`src/rtl/atm_pkg.sv`:
```
// rtl/atm_pkg.sv - shared types and encodings for the ATM transaction controller
// Contents: atm_state_t FSM encoding, tipo_trans encoding, card-type encoding.
package atm_pkg;

    typedef enum logic [2:0] {
        ST_IDLE     = 3'd0,
        ST_PIN      = 3'd1,
        ST_AUTH     = 3'd2,
        ST_DEPOSIT  = 3'd3,
        ST_WITHDRAW = 3'd4,
        ST_LOCKED   = 3'd5
    } atm_state_t;

    localparam logic TRANS_DEP = 1'b0;
    localparam logic TRANS_RET = 1'b1;

    localparam logic CARD_HOME    = 1'b0;
    localparam logic CARD_FOREIGN = 1'b1;

endpackage

```
`src/rtl/atm_pin_entry.sv`:
```
// rtl/atm_pin_entry.sv - PIN digit collection, comparison and failed-attempt counting
// Ports:
//   clk, rst        clock, synchronous active-high reset
//   clear           start of a card session: zero digit/try counters and shift reg
//   en              high while the controller is in the PIN state
//   pin             reference PIN, first digit in MSBs
//   digito/_stb     keypad digit and its one-cycle strobe
//   attempt_done    this strobe completes a full PIN attempt (combinational)
//   match           the completed attempt (including this digit) equals pin
//   tries           failed attempts so far in this session (registered)
//   warn            this attempt fails and brings tries to MAX_TRIES-1
//   lock_req        this attempt fails and brings tries to MAX_TRIES
module atm_pin_entry #(
    parameter int PIN_DIGITS = 4,
    parameter int DIGIT_W    = 4,
    parameter int MAX_TRIES  = 3,
    localparam int PIN_W     = PIN_DIGITS * DIGIT_W,
    localparam int TRY_W     = $clog2(MAX_TRIES + 1)
) (
    input  logic               clk,
    input  logic               rst,
    input  logic               clear,
    input  logic               en,
    input  logic [PIN_W-1:0]   pin,
    input  logic [DIGIT_W-1:0] digito,
    input  logic               digito_stb,
    output logic               attempt_done,
    output logic               match,
    output logic [TRY_W-1:0]   tries,
    output logic               warn,
    output logic               lock_req
);

    localparam int CNT_W = $clog2(PIN_DIGITS + 1);

    logic [PIN_W-1:0] shift_q;
    logic [PIN_W-1:0] shift_nx;
    logic [CNT_W-1:0] dig_cnt;
    logic [TRY_W-1:0] tries_nx;
    logic             strobe;

    assign strobe   = en & digito_stb;
    // Older digits move toward the MSBs so the first digit typed lines up with pin's MSBs.
    assign shift_nx = (shift_q << DIGIT_W) | PIN_W'(digito);
    assign tries_nx = tries + TRY_W'(1);

    // Compare against the shifted value so the digit arriving now takes part.
    assign attempt_done = strobe && (dig_cnt == CNT_W'(PIN_DIGITS - 1));
    assign match        = (shift_nx == pin);
    assign warn         = attempt_done && !match && (tries_nx == TRY_W'(MAX_TRIES - 1));
    assign lock_req     = attempt_done && !match && (tries_nx == TRY_W'(MAX_TRIES));

    always_ff @(posedge clk) begin
        if (rst || clear) begin
            shift_q <= '0;
            dig_cnt <= '0;
            tries   <= '0;
        end else if (strobe) begin
            shift_q <= shift_nx;
            if (attempt_done) begin
                dig_cnt <= '0;
                tries   <= match ? '0 : tries_nx;
            end else begin
                dig_cnt <= dig_cnt + CNT_W'(1);
            end
        end
    end

endmodule

```
`src/rtl/atm_controller_p.sv`:
```
// rtl/atm_controller_p.sv - ATM transaction controller: card, PIN, deposit/withdrawal
// Optional build macro: ATM_FEE_EN (foreign-card withdrawals cost monto+FEE).
// Ports:
//   clk, rst                 clock, synchronous active-high reset
//   tarjeta_recibida         card present level, sampled in IDLE
//   tarjeta                  1 = home-bank card, 0 = foreign
//   pin                      reference PIN, first digit in MSBs
//   digito/digito_stb        keypad digit and strobe
//   tipo_trans               0 deposit, 1 withdrawal; sampled in AUTH
//   monto/monto_stb          transaction amount and strobe
//   balance                  registered account balance
//   balance_actualizado, entregar_dinero, fondos_insuficientes, pin_incorrecto
//                            one-cycle result pulses
//   advertencia, bloqueo     warning level, lock level
//   tipo_de_tarjeta          latched card type: 0 home, 1 foreign
module atm_controller_p
    import atm_pkg::*;
#(
    parameter int                PIN_DIGITS   = 4,
    parameter int                DIGIT_W      = 4,
    parameter int                MAX_TRIES    = 3,
    parameter int                MONTO_W      = 32,
    parameter int                BAL_W        = 64,
    parameter logic [BAL_W-1:0]  INIT_BALANCE = '0,
    parameter logic [BAL_W-1:0]  FEE          = '0
) (
    input  logic                          clk,
    input  logic                          rst,
    input  logic                          tarjeta_recibida,
    input  logic                          tarjeta,
    input  logic [PIN_DIGITS*DIGIT_W-1:0] pin,
    input  logic [DIGIT_W-1:0]            digito,
    input  logic                          digito_stb,
    input  logic                          tipo_trans,
    input  logic [MONTO_W-1:0]            monto,
    input  logic                          monto_stb,
    output logic [BAL_W-1:0]              balance,
    output logic                          balance_actualizado,
    output logic                          entregar_dinero,
    output logic                          fondos_insuficientes,
    output logic                          pin_incorrecto,
    output logic                          advertencia,
    output logic                          bloqueo,
    output logic                          tipo_de_tarjeta
);

    localparam int TRY_W = $clog2(MAX_TRIES + 1);

`ifdef ATM_FEE_EN
    localparam bit FEE_ACTIVE = 1'b1;
`else
    localparam bit FEE_ACTIVE = 1'b0;
`endif

    atm_state_t       state;
    logic             pe_done;
    logic             pe_match;
    logic             pe_warn;
    logic             pe_lock;
    logic [TRY_W-1:0] unused_tries;
    logic [BAL_W-1:0] cost;

    // Counters are held clear for as long as no session is running.
    atm_pin_entry #(
        .PIN_DIGITS (PIN_DIGITS),
        .DIGIT_W    (DIGIT_W),
        .MAX_TRIES  (MAX_TRIES)
    ) u_pin (
        .clk          (clk),
        .rst          (rst),
        .clear        (state == ST_IDLE),
        .en           (state == ST_PIN),
        .pin          (pin),
        .digito       (digito),
        .digito_stb   (digito_stb),
        .attempt_done (pe_done),
        .match        (pe_match),
        .tries        (unused_tries),
        .warn         (pe_warn),
        .lock_req     (pe_lock)
    );

    // Sum is formed at balance width so monto+FEE cannot overflow the check.
    assign cost = BAL_W'(monto)
                + ((FEE_ACTIVE && (tipo_de_tarjeta == CARD_FOREIGN)) ? FEE : '0);

    always_ff @(posedge clk) begin
        if (rst) begin
            state                <= ST_IDLE;
            balance              <= INIT_BALANCE;
            balance_actualizado  <= 1'b0;
            entregar_dinero      <= 1'b0;
            fondos_insuficientes <= 1'b0;
            pin_incorrecto       <= 1'b0;
            advertencia          <= 1'b0;
            bloqueo              <= 1'b0;
            tipo_de_tarjeta      <= 1'b0;
        end else begin
            balance_actualizado  <= 1'b0;
            entregar_dinero      <= 1'b0;
            fondos_insuficientes <= 1'b0;
            pin_incorrecto       <= 1'b0;

            case (state)
                ST_IDLE: begin
                    if (tarjeta_recibida) begin
                        tipo_de_tarjeta <= tarjeta ? CARD_HOME : CARD_FOREIGN;
                        advertencia     <= 1'b0;
                        state           <= ST_PIN;
                    end
                end
                ST_PIN: begin
                    if (pe_done) begin
                        if (pe_match) begin
                            advertencia <= 1'b0;
                            state       <= ST_AUTH;
                        end else begin
                            pin_incorrecto <= 1'b1;
                            if (pe_lock) begin
                                advertencia <= 1'b0;
                                bloqueo     <= 1'b1;
                                state       <= ST_LOCKED;
                            end else if (pe_warn) begin
                                advertencia <= 1'b1;
                            end
                        end
                    end
                end
                ST_AUTH: begin
                    case (tipo_trans)
                        TRANS_DEP: state <= ST_DEPOSIT;
                        TRANS_RET: state <= ST_WITHDRAW;
                    endcase
                end
                ST_DEPOSIT: begin
                    if (monto_stb) begin
                        balance             <= balance + BAL_W'(monto);
                        balance_actualizado <= 1'b1;
                        state               <= ST_IDLE;
                    end
                end
                ST_WITHDRAW: begin
                    if (monto_stb) begin
                        if (balance >= cost) begin
                            balance             <= balance - cost;
                            balance_actualizado <= 1'b1;
                            entregar_dinero     <= 1'b1;
                        end else begin
                            fondos_insuficientes <= 1'b1;
                        end
                        state <= ST_IDLE;
                    end
                end
                ST_LOCKED: begin
                    bloqueo <= 1'b1;
                end
                default: state <= ST_IDLE;
            endcase
        end
    end

endmodule
```
`config.mk`:
```
export PLATFORM = sky130hd
export DESIGN_NAME = atm_controller_p
export DESIGN_NICKNAME = d
export VERILOG_FILES = /design/src/rtl/atm_pkg.sv /design/src/rtl/atm_pin_entry.sv /design/src/rtl/atm_controller_p.sv
export SDC_FILE = /design/constraint.sdc
export NUM_CORES = 1
export LEC_CHECK = 0
export BUFFER_PORTS_ARGS = -buffer_cell sky130_fd_sc_hd__buf_2
export CAP_MARGIN = 20
export CORE_MARGIN = 3
export CORE_UTILIZATION = 30
export CTS_CLUSTER_DIAMETER = 200
export DETAILED_ROUTE_END_ITERATION = 7
export GPL_TIMING_DRIVEN = 0
export PLACE_DENSITY = 0.56
export SYNTH_ARGS = -nofsm -noshare
export SYNTH_HDL_FRONTEND = slang
export SYNTH_SLANG_ARGS = --single-unit
```
`constraint.sdc`:
```
create_clock -name clk -period 3.4 [get_ports clk]
set_input_delay 0.34 -clock clk [delete_from_list [all_inputs] [get_ports clk]]
set_output_delay 0.34 -clock clk [all_outputs]
set_load 0.02 [all_outputs]
```
==> impl_metrics.env, run 1 <==
export IMPL_status="completed"
export IMPL_finalCriticalPeriod_ns=3.388
export IMPL_vias=10880
export IMPL_slew_headroom=0.3005
export IMPL_finalCritPeriodShare=0.9965
export IMPL_worstPathArrival_ns=3.65
export IMPL_clk_latency_ns=0.37
export IMPL_layout_drive_gt1_share=0.2334
export IMPL_syn_avg_cell_area_um2=7.017
export IMPL_hp_class="in2reg"
export IMPL_synth_cell_types=83
export IMPL_finalNonFillerCells=1864
export IMPL_hold_violations=0
export IMPL_portBuffers=128
export IMPL_finalInstanceArea_um2=11540
export IMPL_register_area_um2=1829
export IMPL_fillers=3222
export IMPL_worstSetupPathType="reg2reg"
export IMPL_dp_cells=1825
export IMPL_swShare=0.3997
export IMPL_synth_edf_count=0
export IMPL_grt_max_degree=21
export IMPL_fmaxAchievable_ghz=0.2952
export IMPL_start_util=0.3065
export IMPL_fin_ws_ns=0.01197
export IMPL_wl_per_cell_um=22.60
export IMPL_yosysTopAreaCellShare=0.1989
export IMPL_syn_inst=1305
export IMPL_drt_first_iter_violations=1033
export IMPL_critPathMaxFanout=10
export IMPL_grt_pass1_wl_um=62720
export IMPL_drcViolationCount=0
export IMPL_p_int_mw=1.958
export IMPL_syn_num_nets=1434
export IMPL_vdd_drop_max_v=0.0002266
export IMPL_combPwrFrac=0.314
export IMPL_wl_um=42120
export IMPL_num_rows=63
export IMPL_post_dp_hpwl_um=32120
export IMPL_yosys_most_used_dff="dfxtp_1"
export IMPL_dr_pass1_iters=5
export IMPL_crit_path_end_kind="register"
export IMPL_final_nets=1598
export IMPL_hold_buffers=0
export IMPL_clkSlewWorstSetupHoldPaths_ns=0.09
export IMPL_core_area_um2=29870
export IMPL_multi_input_area_um2=7348
export IMPL_io_pins=130
export IMPL_post_dp_cell_area_um2=10300
export IMPL_yosys_warnings=0
export IMPL_overflow=0
export IMPL_p_leak_nw=4.661
export IMPL_drv_cap=0
export IMPL_viasPerCell=5.837
export IMPL_clock_root_buffer="clkbuf_16"
export IMPL_cts_sinks=91
export IMPL_synth_top_cells_by_count="nor2_1 (136), a21oi_1 (128), nand2_1 (119)"
export IMPL_netlist_area_um2=9158
export IMPL_cts_tree="built"
export IMPL_cellPowerDensity_nw_per_um2=282.7
export IMPL_fp_dieArea_um2=32660
export IMPL_cts_buffers=9
export IMPL_ant_nets=0
export IMPL_dpl_worst_slack_ns=-1.204
export IMPL_synth_area_leaders="dfxtp_1 (20%), ha_1 (9.3%), a21oi_1 (7.0%), nor2_1 (5.6%), nand2_1 (4.9%)"
export IMPL_antenna_found_initial=0
export IMPL_die_y_um=180.7
export IMPL_synth_seq_cells=91
export IMPL_synth_most_common_cell="nor2_1"
export IMPL_r2r_setup_slack_ns=0.01
export IMPL_whs_ns=0.1388
export IMPL_cts_buffer_depth=2
export IMPL_required_ns=3.66
export IMPL_p_seq_frac=0.341
export IMPL_p_clk_frac=0.345
export IMPL_yosysSeqAreaShare=0.1989
export IMPL_grt_pass1_vias=10370
export IMPL_htree_num_levels=3
export IMPL_n_antenna_cell=0
export IMPL_maxSlewViolCount=0
export IMPL_die_x_um=180.7
export IMPL_gp_congestion=0.9792
export IMPL_synthArstFlopShare=0
export IMPL_skew_ns=0.01254
export IMPL_synth_top_area_cell="dfxtp_1"
export IMPL_power_mw=3.261
export IMPL_startpoint_type="register"
export IMPL_rsz0062_at_grt="true"
export IMPL_worstMarginPinSlew_ns=1.049
export IMPL_finalSetupViolCount=0
export IMPL_areaGrowthSynthToFinish_pct=25.99
export IMPL_net_switching_power_mw=1.303
export IMPL_track_usage=0.2446
-- cell usage in the layout, fill, tap and decap left out, drive strengths merged, types with 7 or more instances in the layout --
cell     instances
nor3            52
a31oi           12
nor3b            8
and3             9
buf            180
o21bai           9
ha              68
or2             12
nor2b           26
nand2          119
a211oi          30
nand4           45
nand3           44
dfxtp           91
clkbuf          64
o31ai           24
o211ai          10
or3             16
or4             12
o31a             8
xnor2           45
inv             81
nor2           136
o21ai           71
a2111oi          7
mux2            13
a21oi          129
nand2b          10
a21o            10
nor4            26
-- registers in the layout, indices dropped and copies added, names as in the netlist --
| signal | flops |
|---|---|
| entregar_dinero | 1 |
| balance_actualizado | 1 |
| u_pin.shift_q | 12 |
| state | 3 |
| advertencia | 1 |
| u_pin.dig_cnt | 3 |
| pin_incorrecto | 1 |
| balance | 64 |
| u_pin.tries | 2 |
| bloqueo | 1 |
| tipo_de_tarjeta | 1 |
| fondos_insuficientes | 1 |
-- per-stage QoR --
stage | util | TNS, ns
after floorplan | - | 0
after global placement | 0.3444 | -55.44
after detailed placement | 0.3447 | -54.21
after CTS | 0.3701 | -0.1008
after global routing | 0.3862 | -0.6770
final | 0.3862 | 0
-- cell families (layout without fill, tap and decap cells) --
logic type               count (synthesis)  after routing  share of synthesized area
multiplexers                            16             16                    0.02009
adder cells (fa/ha/maj)                 70             70                    0.09728
buffers and inverters                  159            328                    0.07009
XOR/XNOR                                48             48                    0.04591
flip-flops                              91             91                     0.1989
AND/OR/NAND/NOR                        541            541                     0.2968
AO/OA/AOI/OAI                          380            380                     0.2709
-- worst paths after layout --
path | startpoint | endpoint | cells past startpoint
setup / recovery | balance[0] | balance[42] | 14
hold / removal | tarjeta | tipo_de_tarjeta | 2
setup reg to reg | balance[0] | balance[42] | 14
hold reg to reg | u_pin.dig_cnt[1] | u_pin.dig_cnt[1] | 2
-- power by group through the flow --
stage	registers [mW]	clock network, mW	logic [mW]
after floorplan	1.15	0	0.565
after global placement	1.13	0	0.893
after detailed placement	1.14	0	0.895
after CTS	1.11	1.16	0.949
after global routing	1.12	1.19	1.09
final	1.11	1.13	1.02
-- cell type report --
type                    instances  area share
plain buffers                  81     0.03611
clock buffers                   9     0.01952
clock inverters                 7    0.007700
inverters                      77     0.02505
multi-input cells            1055      0.6369
flip-flops and latches         91      0.1586
well taps                     390     0.04229
repair buffers                154     0.07385
-- per-layer routing --
| layer | global-route usage | share of wire |
|---|---|---|
| met5 | 0 | 0 |
| met2 | 0.3910 | 0.44 |
| met3 | 0.04510 | 0.085 |
| met4 | 0.06263 | 0.027 |
| met1 | 0.3399 | 0.45 |
-- worst max-delay path, stage by stage, from the launching register on --
cell,delay (ns)
dfxtp_2,0.35
inv_2,0.05
ha_4,0.16
fa_2,0.34
nand2b_4,0.16
a21oi_4,0.18
a41oi_4,0.16
o31ai_4,0.26
buf_6,0.16
a311oi_4,0.13
or3b_1,0.39
buf_6,0.16
buf_6,0.17
a211oi_4,0.26
mux2_4,0.32
-- timing repair --
| action | 4_1_cts | 5_1_grt |
|---|---|---|
| setup buffers | 10 | 13 |
| gates cloned | 0 | 1 |
| setup endpoints to repair | 65 | 65 |
| gates resized for setup | 85 | 94 |
| pin swaps | 14 | 30 |
No activity file was read; power rests on OpenSTA's default activity.
==> inputs of run 2 (changes only) <==
==> constraint.sdc (replaced) <==
create_clock -name clk -period 3 [get_ports clk]
set_input_delay 0.3 -clock clk [delete_from_list [all_inputs] [get_ports clk]]
set_output_delay 0.3 -clock clk [all_outputs]
set_load 0.02 [all_outputs]
==> impl_metrics.env, run 2 (synthesis gave the netlist of run 1 again) <==
export IMPL_fp_dieArea_um2=32660
export IMPL_clkSlewWorstSetupHoldPaths_ns=0.09
export IMPL_drt_first_iter_violations=1213
export IMPL_drv_cap=0
export IMPL_hold_buffers=0
export IMPL_skew_ns=0.01352
export IMPL_finalNonFillerCells=1903
export IMPL_final_nets=1637
export IMPL_finalCriticalPeriod_ns=3.452
export IMPL_viasPerCell=5.962
export IMPL_fillers=3026
export IMPL_start_util=0.3065
export IMPL_startpoint_type="register"
export IMPL_rsz0062_at_grt="true"
export IMPL_status="finished, violations left"
export IMPL_largest_register="balance"
export IMPL_net_switching_power_mw=1.526
export IMPL_critPathMaxFanout=7
export IMPL_io_pins=130
export IMPL_cpMostUsedCell="a21oi_4"
export IMPL_fmaxAchievable_ghz=0.2897
export IMPL_htree_num_levels=3
export IMPL_hold_depth=2
export IMPL_register_area_um2=1852
export IMPL_multi_input_area_um2=8023
export IMPL_maxSlewViolCount=0
export IMPL_path_buf_inv=2
export IMPL_crit_path_end_kind="register"
export IMPL_r2r_setup_slack_ns=-0.45
export IMPL_p_clk_frac=0.342
export IMPL_slew_headroom=0.2475
export IMPL_cellPowerDensity_nw_per_um2=305.9
export IMPL_combPwrFrac=0.338
export IMPL_largest_register_ff_count=64
export IMPL_grt_pass1_wl_um=65200
export IMPL_final_common_cell="buf_2"
export IMPL_cts_buffers=9
export IMPL_finalSetupViolCount=66
export IMPL_dp_cells=1825
export IMPL_crit_chain="inv_2, ha_4, fa_2, nand2b_4, a21oi_4, a41oi_2, o31ai_4, a311oi_4, or3b_4, buf_12, a21oi_4, a21boi_4, mux2_4"
export IMPL_required_ns=3.27
export IMPL_power_mw=3.949
export IMPL_hold_end="tipo_de_tarjeta"
export IMPL_die_y_um=180.7
export IMPL_swShare=0.3865
export IMPL_cpPeakStageDelay_ns=0.52
export IMPL_grt_pass1_vias=10970
export IMPL_layout_drive_gt1_share=0.3272
export IMPL_final_cell_mix="buf_2 (143), nor2_1 (116), nand2_1 (102)"
export IMPL_largestRegisters="balance (64), u_pin.shift_q (12)"
export IMPL_vias=11350
export IMPL_cts_buffer_depth=2
export IMPL_post_dp_hpwl_um=31900
export IMPL_grt_max_degree=18
export IMPL_antenna_found_initial=0
export IMPL_p_int_mw=2.422
export IMPL_r2r_start="balance[0]"
export IMPL_portBuffers=128
export IMPL_worstSetupPathType="reg2reg"
export IMPL_cts_sinks=91
export IMPL_p_seq_frac=0.320
export IMPL_areaGrowthSynthToFinish_pct=40.95
export IMPL_hp_class="in2reg"
export IMPL_gp_congestion=0.9785
export IMPL_core_area_um2=29870
export IMPL_clock_root_buffer="clkbuf_16"
export IMPL_num_rows=63
export IMPL_track_usage=0.2542
export IMPL_hold_violations=0
export IMPL_cp_slowest_cell="or3b_4"
export IMPL_wl_per_cell_um=23.12
export IMPL_violations="negative setup slack"
export IMPL_clk_latency_ns=0.38
export IMPL_ant_nets=0
export IMPL_p_leak_nw=5.196
export IMPL_drcViolationCount=0
export IMPL_reg2reg_to="balance[59]"
export IMPL_dr_pass1_iters=6
export IMPL_worstPathArrival_ns=3.72
export IMPL_critical_path_top_delay_family="compound AO/OA/AOI/OAI gates"
export IMPL_fin_ws_ns=-0.4522
export IMPL_vdd_drop_max_v=0.0002670
export IMPL_die_x_um=180.7
export IMPL_overflow=0
export IMPL_worstMarginPinSlew_ns=1.129
export IMPL_rr_worst_depth=13
export IMPL_finalCritPeriodShare=1.151
export IMPL_hp_start="tarjeta"
export IMPL_cts_tree="built"
export IMPL_wl_um=43990
export IMPL_n_antenna_cell=0
[run 2: routing by layer]
layer | part of all wire | GRT usage
met5 | 0 | 0
met4 | 0.045 | 0.1099
met3 | 0.093 | 0.05939
met2 | 0.43 | 0.3936
met1 | 0.43 | 0.3381
[run 2: what timing repair did]
| action | 4_1_cts | 5_1_grt |
|---|---|---|
| gates resized for setup | 241 | 139 |
| setup endpoints to repair | 67 | 67 |
| gates cloned | 5 | 5 |
| buffers inserted | 35 | 26 |
| pin swaps | 44 | 36 |
[run 2: how the worst max path moves through the flow]
stage | end | startpoint | depth (start not counted)
after CTS | balance[59] | balance[0] | 14
after detailed placement | balance[27] | monto[15] | 14
after global placement | balance[27] | monto[15] | 14
final | balance[59] | balance[0] | 13
after global routing | balance[59] | balance[21] | 12
after floorplan | balance[59] | balance[0] | 14
[run 2: final cells by class]
cell class,count,area share
buffer,76,0.03800
clock buffer,10,0.01939
clock inverter,6,0.006204
inverter,77,0.02239
multi-input combinational,1055,0.6216
sequential,91,0.1435
tap,390,0.03781
timing repair buffer,198,0.1112
[run 2: power by group through the flow]
stage	registers, mW	clock network (mW)	logic [mW]
4_1_cts	1.26	1.37	1.19
3_3_place_gp	1.29	0	1.02
5_1_grt	1.27	1.41	1.42
6_report	1.26	1.35	1.33
2_1_floorplan	1.31	0	0.651
3_5_place_dp	1.29	0	1.02
[run 2: stage by stage]
stage | utilization | cell area (um^2) | setup TNS [ns] | hold slack (ns) | worst slack, ns
floorplan | - | 9259 | -1.088 | 0.3956 | -0.1492
global placement | 0.3477 | 10390 | -69.36 | 0.4487 | -1.363
detailed placement | 0.3480 | 10400 | -70.12 | 0.4614 | -1.439
CTS | 0.4048 | 12090 | -14.70 | 0.08975 | -0.4288
global route | 0.4320 | 12910 | -23.77 | 0.1027 | -0.5140
finish | 0.4320 | 12910 | -19.07 | 0.1019 | -0.4522
==> inputs of run 3 (changes only) <==
--- a/config.mk
+++ b/config.mk
@@ -15,4 +15,5 @@
 export PLACE_DENSITY = 0.56
 export SYNTH_ARGS = -nofsm -noshare
 export SYNTH_HDL_FRONTEND = slang
+export SYNTH_HIERARCHICAL = 1
 export SYNTH_SLANG_ARGS = --single-unit
==> impl_metrics.env, run 3 <==
export IMPL_grt_pass1_wl_um=54630
export IMPL_portBuffers=129
export IMPL_fmaxAchievable_ghz=0.2894
export IMPL_syn_avg_cell_area_um2=7.142
export IMPL_num_rows=61
export IMPL_synthArstFlopShare=0
export IMPL_cts_buffer_depth=2
export IMPL_maxSlewViolCount=0
export IMPL_worstSetupPathType="reg2reg"
export IMPL_finalCritPeriodShare=1.152
export IMPL_worstMarginPinSlew_ns=1.121
export IMPL_cellPowerDensity_nw_per_um2=408.5
export IMPL_viasPerCell=5.723
export IMPL_vias=10350
export IMPL_ant_nets=0
export IMPL_post_dp_hpwl_um=26300
export IMPL_net_switching_power_mw=2.161
export IMPL_wl_per_cell_um=20.25
export IMPL_start_util=0.3079
export IMPL_grt_max_degree=20
export IMPL_yosys_most_used_dff="dfxtp_1"
export IMPL_tns_ns=-8.791
export IMPL_status="finished, violations left"
export IMPL_synth_top_cells_by_count="a21oi_1 (137), nand2_1 (123), nor2_1 (122)"
export IMPL_hold_violations=0
export IMPL_wl_um=36640
export IMPL_fillers=2848
export IMPL_n_antenna_cell=0
export IMPL_final_cell_mix="buf_2 (134), nand2_1 (115), nor2_1 (114)"
export IMPL_grt_pass1_vias=9844
export IMPL_largestRegisters="balance (64), u_pin/shift_q (12)"
export IMPL_final_common_cell="buf_2"
export IMPL_cts_sinks=91
export IMPL_violations="negative setup slack"
export IMPL_dp_cells=1721
export IMPL_hp_class="in2reg"
export IMPL_synth_most_common_cell="a21oi_1"
export IMPL_syn_num_nets=1342
export IMPL_drv_cap=0
export IMPL_clk_latency_ns=0.37
export IMPL_p_clk_frac=0.243
export IMPL_drt_first_iter_violations=1034
export IMPL_cts_buffers=9
export IMPL_layout_drive_gt1_share=0.3208
export IMPL_vdd_drop_max_v=0.0002604
export IMPL_rsz0062_at_grt="true"
export IMPL_p_int_mw=2.810
export IMPL_drcViolationCount=0
export IMPL_finalNonFillerCells=1809
export IMPL_skew_ns=0.01379
export IMPL_synth_top_area_cell="dfxtp_1"
export IMPL_critPathMaxFanout=10
export IMPL_overflow=0
export IMPL_synth_cell_types=92
export IMPL_dr_pass1_iters=5
export IMPL_die_y_um=176.0
export IMPL_core_area_um2=28160
export IMPL_io_pins=130
export IMPL_largest_register="balance"
export IMPL_largest_register_ff_count=64
export IMPL_areaGrowthSynthToFinish_pct=40.33
export IMPL_r2r_setup_slack_ns=-0.46
export IMPL_synth_area_leaders="dfxtp_1 (21%), ha_1 (9.7%), a21oi_1 (7.9%), nand2_1 (5.3%), nor2_1 (5.3%)"
export IMPL_worstPathArrival_ns=3.71
export IMPL_crit_path_end_kind="register"
export IMPL_gp_congestion=0.9499
export IMPL_startpoint_type="register"
export IMPL_track_usage=0.2217
export IMPL_fp_dieArea_um2=30980
export IMPL_clock_root_buffer="clkbuf_16"
export IMPL_fin_ws_ns=-0.4557
export IMPL_die_x_um=176.0
export IMPL_synth_seq_cells=91
export IMPL_yosysTopAreaCellShare=0.2101
export IMPL_htree_num_levels=3
export IMPL_required_ns=3.25
export IMPL_yosys_warnings=6
export IMPL_combPwrFrac=0.487
export IMPL_netlist_area_um2=8671
export IMPL_syn_inst=1214
export IMPL_antenna_found_initial=0
export IMPL_final_nets=1554
export IMPL_power_mw=4.971
export IMPL_p_seq_frac=0.269
export IMPL_slew_headroom=0.2526
export IMPL_synth_edf_count=0
export IMPL_p_leak_nw=5.099
export IMPL_finalSetupViolCount=60
export IMPL_clkSlewWorstSetupHoldPaths_ns=0.07
export IMPL_finalCriticalPeriod_ns=3.456
export IMPL_yosysSeqAreaShare=0.2101
export IMPL_swShare=0.4346
export IMPL_cts_tree="built"
==> run 3: cell count changes after synthesis, sizes merged, moves of 10 or more <==
| cell | change |
|---|---|
| mux2 | -10 |
| o21ai | -13 |
| a21o | +13 |
| nand4 | -18 |
| nor2 | -12 |
| nor2b | -14 |
==> run 3: worst max-delay path, stage by stage, from the launching register on <==
cell	delay, ns
dfxtp_1	0.31
clkbuf_1	0.28
nor4_1	0.96
nand2_1	0.18
a221oi_1	0.41
o31ai_4	0.20
or4_1	0.52
a21oi_2	0.18
mux2_4	0.31
==> run 3: final timing paths <==
path | startpoint | to | depth (start not counted)
setup / recovery | balance[34] | balance[48] | 8
setup reg to reg | balance[34] | balance[48] | 8
hold / removal | tarjeta | tipo_de_tarjeta | 2
hold reg to reg | u_pin/dig_cnt[1] | u_pin/dig_cnt[1] | 2
==> run 3: metrics by stage <==
step | util | cell area [um^2] | setup WS, ns | hold WS [ns]
2_1_floorplan | - | 8676 | 0.009086 | 0.4097
3_3_place_gp | 0.3478 | 9794 | -1.116 | 0.4472
3_5_place_dp | 0.3478 | 9794 | -1.119 | 0.4566
4_1_cts | 0.4021 | 11320 | -0.4545 | 0.1345
5_1_grt | 0.4320 | 12170 | -0.4531 | 0.1363
6_report | 0.4320 | 12170 | -0.4557 | 0.1386
==> run 3: cell families after synthesis <==
logic type	Yosys count	share of synthesized area
and+or+nand+nor	475	0.2739
AOI/OAI and AO/OA	366	0.2755
buffers and inverters	147	0.07099
DFF	91	0.2101
adders and majority gates	69	0.1013
xor gates and xnor gates	58	0.05859
muxes	8	0.009668
==> run 3: layout make-up <==
type / instances / area, um^2 / area share
sequential: 91 / 1857 / 0.1526
timing repair buffer: 209 / 1464 / 0.1203
multi-input combinational: 976 / 7361 / 0.6049
clock inverter: 7 / 73.82 / 0.006067
tap: 378 / 473.0 / 0.03887
buffer: 63 / 429.2 / 0.03527
inverter: 76 / 285.3 / 0.02344
clock buffer: 9 / 225.2 / 0.01851
==> run 3: power groups by stage <==
stage	clock, mW	combinational, mW	sequential [mW]
final	1.21	2.42	1.34
after global routing	1.29	2.59	1.35
after CTS	1.24	2.12	1.34
after detailed placement	0	1.83	1.36
after global placement	0	1.84	1.36
after floorplan	0	1.24	1.40
==> run 3: timing repair <==
item                       4_1_cts  5_1_grt
pin swaps                       81       71
hold buffers                     0        0
setup endpoints to repair       67       66
buffers inserted                53       24
gates cloned                     1        4
gates resized for setup        172      150
==> run 3: metal layers <==
layer	GRT usage	vias to the layer above	share of wire
met3	0.03849	89	0.084
met2	0.3591	492	0.46
li1	-	4816	-
met1	0.2998	4956	0.43
met5	0	-	0
met4	0.07225	0	0.029
